`src/rtl/imem_loader_pkg.sv`:
```
// Shared types and constants for the instruction-memory boot loader.
// The checksum byte is only present when IMEM_LOADER_CSUM_EN is defined.
package imem_loader_pkg;

   typedef enum logic [2:0] {
      ST_IDLE,
      ST_LEN0,
      ST_LEN1,
      ST_DATA,
      ST_LAST,
      ST_CSUM,
      ST_DONE,
      ST_ERR
   } state_e;

   localparam logic [1:0] ERR_NONE    = 2'd0;
   localparam logic [1:0] ERR_OVF     = 2'd1;
   localparam logic [1:0] ERR_TIMEOUT = 2'd2;
   localparam logic [1:0] ERR_CSUM    = 2'd3;

   localparam int HDR_BYTES = 2;

endpackage

```
`src/rtl/loader_word_pack.sv`:
```
// Packs accepted payload bytes little-endian into 32-bit words and flags
// the byte that completes a word.
module loader_word_pack (
   input  logic        clk,
   input  logic        rst,
   input  logic        clr,
   input  logic        byte_en,
   input  logic [7:0]  byte_in,
   output logic [31:0] word_nxt,
   output logic        word_done
);

   logic [23:0] shift_q, shift_d;
   logic [1:0]  cnt_q, cnt_d;

   // Newest byte lands on top, so byte 0 ends up in bits 7:0 after four shifts.
   assign word_nxt  = {byte_in, shift_q};
   assign word_done = byte_en && (cnt_q == 2'd3);

   always_comb begin
      shift_d = shift_q;
      cnt_d   = cnt_q;
      if (clr) begin
         shift_d = '0;
         cnt_d   = '0;
      end else if (byte_en) begin
         shift_d = word_nxt[31:8];
         cnt_d   = cnt_q + 2'd1;
      end
   end

   always_ff @(posedge clk) begin
      if (rst) begin
         shift_q <= '0;
         cnt_q   <= '0;
      end else begin
         shift_q <= shift_d;
         cnt_q   <= cnt_d;
      end
   end

endmodule

```
`src/rtl/imem_loader.sv`:
```
// Boot loader: framed byte stream -> instruction memory, holds the CPU in reset
// until a complete image is resident. IMEM_LOADER_CSUM_EN adds the checksum byte.
//
// state | meaning
// IDLE  | no load since reset, CPU held
// LEN0  | waiting for word-count low byte
// LEN1  | waiting for word-count high byte
// DATA  | receiving payload bytes, writing words
// LAST  | settle cycle after the final write
// CSUM  | waiting for the checksum byte
// DONE  | image resident, CPU released
// ERR   | load failed, err_code holds the cause
module imem_loader
   import imem_loader_pkg::*;
#(
   parameter int ADDR_W         = 8,
   parameter int TIMEOUT_CYCLES = 1000000
) (
   input  logic              clk,
   input  logic              rst,
   input  logic              start,
   input  logic [7:0]        rx_data,
   input  logic              rx_valid,
   output logic              rx_ready,
   output logic              imem_we,
   output logic [ADDR_W-1:0] imem_waddr,
   output logic [31:0]       imem_wdata,
   output logic              cpu_rst,
   output logic              busy,
   output logic              done,
   output logic              error,
   output logic [1:0]        err_code
);

   localparam int LEN_W = 8 * HDR_BYTES;
   localparam int TMO_W = $clog2(TIMEOUT_CYCLES);
   localparam logic [TMO_W-1:0] TMO_LOAD  = TMO_W'(TIMEOUT_CYCLES - 1);
   localparam logic [LEN_W:0]   MAX_WORDS = (LEN_W + 1)'(1 << ADDR_W);

   state_e              state_q, state_d;
   logic [7:0]          len_lo_q, len_lo_d;
   logic [ADDR_W:0]     nwords_q, nwords_d;
   logic [ADDR_W:0]     widx_q, widx_d;
   logic [TMO_W-1:0]    tmo_q, tmo_d;
   logic [1:0]          err_code_q, err_code_d;
   logic                imem_we_q, imem_we_d;
   logic [ADDR_W-1:0]   imem_waddr_q, imem_waddr_d;
   logic [31:0]         imem_wdata_q, imem_wdata_d;
`ifdef IMEM_LOADER_CSUM_EN
   logic [7:0]          csum_q, csum_d;
`endif

   logic                accept;
   logic                load_go;
   logic [LEN_W-1:0]    len_full;
   logic [31:0]         word_nxt;
   logic                word_done;
   logic                waiting;

   assign rx_ready = (state_q == ST_LEN0) || (state_q == ST_LEN1) ||
                     (state_q == ST_DATA) || (state_q == ST_CSUM);
   assign waiting  = rx_ready;
   assign accept   = rx_valid && rx_ready;
   assign load_go  = start && ((state_q == ST_IDLE) || (state_q == ST_DONE) ||
                               (state_q == ST_ERR));
   assign len_full = {rx_data, len_lo_q};

   loader_word_pack u_pack (
      .clk       (clk),
      .rst       (rst),
      .clr       (load_go),
      .byte_en   (accept && (state_q == ST_DATA)),
      .byte_in   (rx_data),
      .word_nxt  (word_nxt),
      .word_done (word_done)
   );

   always_comb begin
      state_d      = state_q;
      len_lo_d     = len_lo_q;
      nwords_d     = nwords_q;
      widx_d       = widx_q;
      tmo_d        = tmo_q;
      err_code_d   = err_code_q;
      imem_we_d    = 1'b0;
      imem_waddr_d = imem_waddr_q;
      imem_wdata_d = imem_wdata_q;
`ifdef IMEM_LOADER_CSUM_EN
      csum_d       = csum_q;
`endif

      if (waiting) begin
         if (accept)            tmo_d = TMO_LOAD;
         else if (tmo_q != '0)  tmo_d = tmo_q - 1'b1;
      end

      case (state_q)
         ST_IDLE, ST_DONE, ST_ERR: begin
            if (start) begin
               state_d    = ST_LEN0;
               widx_d     = '0;
               tmo_d      = TMO_LOAD;
               err_code_d = ERR_NONE;
`ifdef IMEM_LOADER_CSUM_EN
               csum_d     = '0;
`endif
            end
         end
         ST_LEN0: begin
            if (accept) begin
               len_lo_d = rx_data;
               state_d  = ST_LEN1;
            end
         end
         ST_LEN1: begin
            if (accept) begin
               if ({1'b0, len_full} > MAX_WORDS) begin
                  state_d    = ST_ERR;
                  err_code_d = ERR_OVF;
               end else if (len_full == '0) begin
`ifdef IMEM_LOADER_CSUM_EN
                  state_d = ST_CSUM;
`else
                  state_d = ST_DONE;
`endif
               end else begin
                  nwords_d = len_full[ADDR_W:0];
                  state_d  = ST_DATA;
               end
            end
         end
         ST_DATA: begin
            if (accept) begin
`ifdef IMEM_LOADER_CSUM_EN
               csum_d = csum_q ^ rx_data;
`endif
               if (word_done) begin
                  imem_we_d    = 1'b1;
                  imem_waddr_d = widx_q[ADDR_W-1:0];
                  imem_wdata_d = word_nxt;
                  widx_d       = widx_q + 1'b1;
                  if (widx_q + 1'b1 == nwords_q) state_d = ST_LAST;
               end
            end
         end
         ST_LAST: begin
`ifdef IMEM_LOADER_CSUM_EN
            state_d = ST_CSUM;
`else
            state_d = ST_DONE;
`endif
         end
`ifdef IMEM_LOADER_CSUM_EN
         ST_CSUM: begin
            if (accept) begin
               if (rx_data == csum_q) begin
                  state_d = ST_DONE;
               end else begin
                  state_d    = ST_ERR;
                  err_code_d = ERR_CSUM;
               end
            end
         end
`endif
         default: state_d = ST_IDLE;
      endcase

      // A stall in any byte-waiting state aborts the load.
      if (waiting && !accept && (tmo_q == '0)) begin
         state_d    = ST_ERR;
         err_code_d = ERR_TIMEOUT;
      end
   end

   always_ff @(posedge clk) begin
      if (rst) begin
         state_q      <= ST_IDLE;
         len_lo_q     <= '0;
         nwords_q     <= '0;
         widx_q       <= '0;
         tmo_q        <= TMO_LOAD;
         err_code_q   <= ERR_NONE;
         imem_we_q    <= 1'b0;
         imem_waddr_q <= '0;
         imem_wdata_q <= '0;
`ifdef IMEM_LOADER_CSUM_EN
         csum_q       <= '0;
`endif
      end else begin
         state_q      <= state_d;
         len_lo_q     <= len_lo_d;
         nwords_q     <= nwords_d;
         widx_q       <= widx_d;
         tmo_q        <= tmo_d;
         err_code_q   <= err_code_d;
         imem_we_q    <= imem_we_d;
         imem_waddr_q <= imem_waddr_d;
         imem_wdata_q <= imem_wdata_d;
`ifdef IMEM_LOADER_CSUM_EN
         csum_q       <= csum_d;
`endif
      end
   end

   assign imem_we    = imem_we_q;
   assign imem_waddr = imem_waddr_q;
   assign imem_wdata = imem_wdata_q;
   assign err_code   = err_code_q;
   assign done       = (state_q == ST_DONE);
   assign error      = (state_q == ST_ERR);
   assign cpu_rst    = (state_q != ST_DONE);
   assign busy       = rx_ready || (state_q == ST_LAST);

endmodule

```
`config.mk`:
```
export PLATFORM = sky130hd
export DESIGN_NAME = imem_loader
export DESIGN_NICKNAME = d
export VERILOG_FILES = /design/src/rtl/imem_loader_pkg.sv /design/src/rtl/loader_word_pack.sv /design/src/rtl/imem_loader.sv
export SDC_FILE = /design/constraint.sdc
export NUM_CORES = 1
export LEC_CHECK = 0
export BUFFER_PORTS_ARGS = -buffer_cell sky130_fd_sc_hd__buf_2
export CAP_MARGIN = 20
export CORE_ASPECT_RATIO = 0.8
export CORE_MARGIN = 8
export CORE_UTILIZATION = 35
export DETAILED_ROUTE_END_ITERATION = 12
export SYNTH_ARGS = -nofsm -noshare
export SYNTH_HDL_FRONTEND = slang
export SYNTH_SLANG_ARGS = --single-unit
```
`constraint.sdc`:
```
create_clock -name clk -period 2.4 [get_ports clk]
set_clock_uncertainty 0.1 [all_clocks]
set_input_delay 0.48 -clock clk [delete_from_list [all_inputs] [get_ports clk]]
set_output_delay 0.48 -clock clk [all_outputs]
set_load 0.1 [all_outputs]
```
==> impl_metrics.ini <==
[yosys]
netlist-cell-type-count = 52
yosysWarningCount = 0
number_of_nets_in_the_synthesized_netlist = 641
ys_seq_elements = 118
synth_top_cells_by_count = sky130_fd_sc_hd__nand2_1 (162), sky130_fd_sc_hd__dfxtp_1 (118), sky130_fd_sc_hd__a21oi_1 (80), sky130_fd_sc_hd__nor2_1 (55), sky130_fd_sc_hd__clkbuf_1 (25)
synth-edff-count = 0
syn_inst = 625
synth_top_area_cells = sky130_fd_sc_hd__dfxtp_1 (47%), sky130_fd_sc_hd__nand2_1 (12%), sky130_fd_sc_hd__a21oi_1 (8.0%)
synth_top_area_frac = 0.4715
yosys.area.top_type = sky130_fd_sc_hd__dfxtp_1
synth_ff_type = sky130_fd_sc_hd__dfxtp_1
synth.yosys.seq_area_share = 0.4715
asyncSetResetFlopFracSynth = 0
postSynthAreaPerCell_um2 = 8.016
syn-cell-area_mm2 = 0.005010
top_count_cell_post_synth = sky130_fd_sc_hd__nand2_1

[die]
coreArea_mm2 = 0.01415
start_util = 0.3540
die_w_um = 149.8
die_area_mm2 = 0.01842
die-height_um = 123.0
num_io_pins = 60
count_of_standard_cell_rows = 39

[worst_setup_path]
worstReg2RegStart = widx_q[0]
cp_data_required_time_ns = 2.64
crit_type = flop to flop
kind_of_end_point_of_the_critical_path = flop
r2r_slack_ns = 0.09
depth_of_the_most_critical_reg_to_reg_path = 8
timing.critical_path.fanout_max = 4
critical_path.reg2reg.endpoint = state_q[2]
startpoint_type = flop
timing.critical_path.arrival_ns = 2.55

[cells_and_area]
filler_cell_count = 1427
fin_util = 0.4493
area_taken_by_multi_input_logic_gates_mm2 = 0.002509
num-nets-final = 711
final-instance-count-excl-fill = 892
area_growth_pct = 26.92
postLayoutCellArea_mm2 = 0.006359
post_route_cells_drive_above_1_share = 0.2076
antenna-diode-count = 0
seqCellArea_mm2 = 0.002367

[placement]
dpl-instance-area_mm2 = 0.005704
gp_congestion = 0.8536
place_hpwl_mm = 9.034
place_inst = 860
detailedPlace.worstSlack_ns = -0.1381
portBuffers = 59

[clocking]
cts-buffers-inserted = 17
cts_max_path_buffers = 2
cts.reportedPaths.clkPinSlew_ns = 0.06
cts_root_buf = sky130_fd_sc_hd__clkbuf_16
cts.htree.levels = 4
cts_num_sinks = 118
cts_tree = built
insertion_delay_ns = 0.41

[min_path]
hp-class = primary input to flop
hold_path.startpoint = rx_data[1]
worst_hold_path.num_cells = 3
worst_hold_path.endpoint = imem_wdata[25]

[global_routing]
pin_count_of_the_biggest_net_entering_global_routing = 58
grt_overflow_total = 0
grt_usage = 0.1388
grt_pass1_vias = 4198
global_route_wire_length_before_repair_mm = 20.46
antenna_violations_before_repair = 0

[sta]
max-slew-margin-rel = 0.6173
worstMarginPinSlew_ns = 0.5741
max_freq_mhz = 433.8
finalHoldViolations = 0
final_min_period_over_clock_period = 0.9605
finalWorstSetupSlack_ns = 0.09488
setup_tns_ns = 0
setup-violations-final = 0
final.min_clock_period_ns = 2.305
rsz_0062_raised_after_global_routing = no
report.final.slew_viol_count = 0

[detailed_routing]
detail-route-antenna-nets = 0
wirelength_mm = 12.61
first_drt_pass_iteration_count = 4
detailroute.via_count = 4459
drt-vias-per-instance = 4.999
route.detailed.wl_per_inst_um = 14.13
detail_route.drc_violations = 0
drt_iter0_markers = 245

[pwr]
power_switching_w = 0.001865
largest_voltage_drop_on_the_vdd_net_v = 0.0004878
power.share.combinational = 0.227
power_share_of_the_clock_group = 0.430
power.internal_w = 0.004227
power_frac_seq = 0.343
power.switching_fraction = 0.3061
power.density_cell_area_mw_per_mm2 = 958.0
power.static_leakage_nw = 2.380

[job]
drv.max_cap_violation_count = 0

[status]
outcome = completed
## power by group through the flow
stage          Sequential, W  Clock [W]  Combinational [W]
2_1_floorplan        0.00215          0           0.000935
3_3_place_gp         0.00212          0            0.00135
3_5_place_dp         0.00213          0            0.00137
4_1_cts              0.00208    0.00268            0.00137
5_1_grt              0.00209    0.00276            0.00148
6_report             0.00209    0.00262            0.00139
## metrics by stage
| step | hold WS, ns | power (W) |
|---|---|---|
| final | 0.2572 | 0.006092 |
| after detailed placement | 0.3475 | 0.003491 |
| after CTS | 0.2404 | 0.006128 |
| after global placement | 0.3434 | 0.003475 |
| after floorplan | 0.3322 | 0.003084 |
| after global routing | 0.2462 | 0.006341 |
## timing repair
action                     4_1_cts  5_1_grt
setup endpoints to repair        0        5
hold buffers                     0        0
setup buffers                    0        0
resized for setup                0       12
## worst max path at each step
stage                     from           to
floorplan           state_q[1]         done
global placement    rx_data[4]  nwords_q[5]
detailed placement  rx_data[4]  nwords_q[7]
CTS                  widx_q[1]   state_q[2]
global route        state_q[0]         done
finish               widx_q[0]   state_q[2]
## cells by family (layout without fill, tap and decap cells)
| kind of cell | Yosys count | after routing | share of synthesized area |
|---|---|---|---|
| simple gates | 289 | 289 | 0.2577 |
| fa+ha+maj | 4 | 4 | 0.009990 |
| xor+xnor | 25 | 25 | 0.04371 |
| buf+inv | 49 | 132 | 0.04146 |
| compound gates | 119 | 119 | 0.1329 |
| flops | 118 | 118 | 0.4715 |
| mux | 21 | 21 | 0.04271 |
## flip-flops by register name, summed over array words and instances (netlist names)
register,count
len_lo_q,8
imem_we,1
state_q,3
imem_waddr,8
err_code,2
u_pack.shift_q,24
imem_wdata,32
nwords_q,9
tmo_q,20
u_pack.cnt_q,2
widx_q,9
## worst max-delay path, stage by stage, from the launching register on
cell and delay, ns:
sky130_fd_sc_hd__dfxtp_2 0.32, sky130_fd_sc_hd__ha_2 0.18, sky130_fd_sc_hd__and3_4 0.18, sky130_fd_sc_hd__and3_4 0.18, sky130_fd_sc_hd__xnor2_1 0.12, sky130_fd_sc_hd__or4_4 0.51
sky130_fd_sc_hd__a311oi_2 0.29, sky130_fd_sc_hd__or3_4 0.19, sky130_fd_sc_hd__mux2i_1 0.18
## cell type report
class,instances,area share
Multi-Input combinational cell,458,0.3945
Sequential cell,118,0.3723
Timing Repair Buffer,91,0.09386
Clock buffer,21,0.07399
Tap cell,184,0.03621
Clock inverter,11,0.02322
Inverter,9,0.005903
## placed cells by master (no fill, tap or decap), types with 4 or more instances in the layout
master	instances
sky130_fd_sc_hd__nand2b_1	4
sky130_fd_sc_hd__clkbuf_16	17
sky130_fd_sc_hd__or3_1	4
sky130_fd_sc_hd__inv_1	8
sky130_fd_sc_hd__nor4_1	10
sky130_fd_sc_hd__xnor2_1	19
sky130_fd_sc_hd__or4_1	4
sky130_fd_sc_hd__dfxtp_2	4
sky130_fd_sc_hd__nor3_1	9
sky130_fd_sc_hd__nand3_1	11
sky130_fd_sc_hd__nor2_1	54
sky130_fd_sc_hd__a21oi_1	80
sky130_fd_sc_hd__dfxtp_1	114
sky130_fd_sc_hd__buf_4	30
sky130_fd_sc_hd__xor2_1	6
sky130_fd_sc_hd__o21ai_0	16
sky130_fd_sc_hd__clkinvlp_4	5
sky130_fd_sc_hd__buf_2	56
sky130_fd_sc_hd__buf_12	4
sky130_fd_sc_hd__mux2i_1	20
sky130_fd_sc_hd__nand2_1	162
## metal layers
layer,share of wire,vias to the layer above,track usage
li1,-,2260,-
met1,0.46,2104,0.1726
met2,0.48,89,0.2230
met3,0.052,6,0.04572
met4,0.0044,0,0.04798
met5,0,-,0
(Power assumes the default switching activity.)
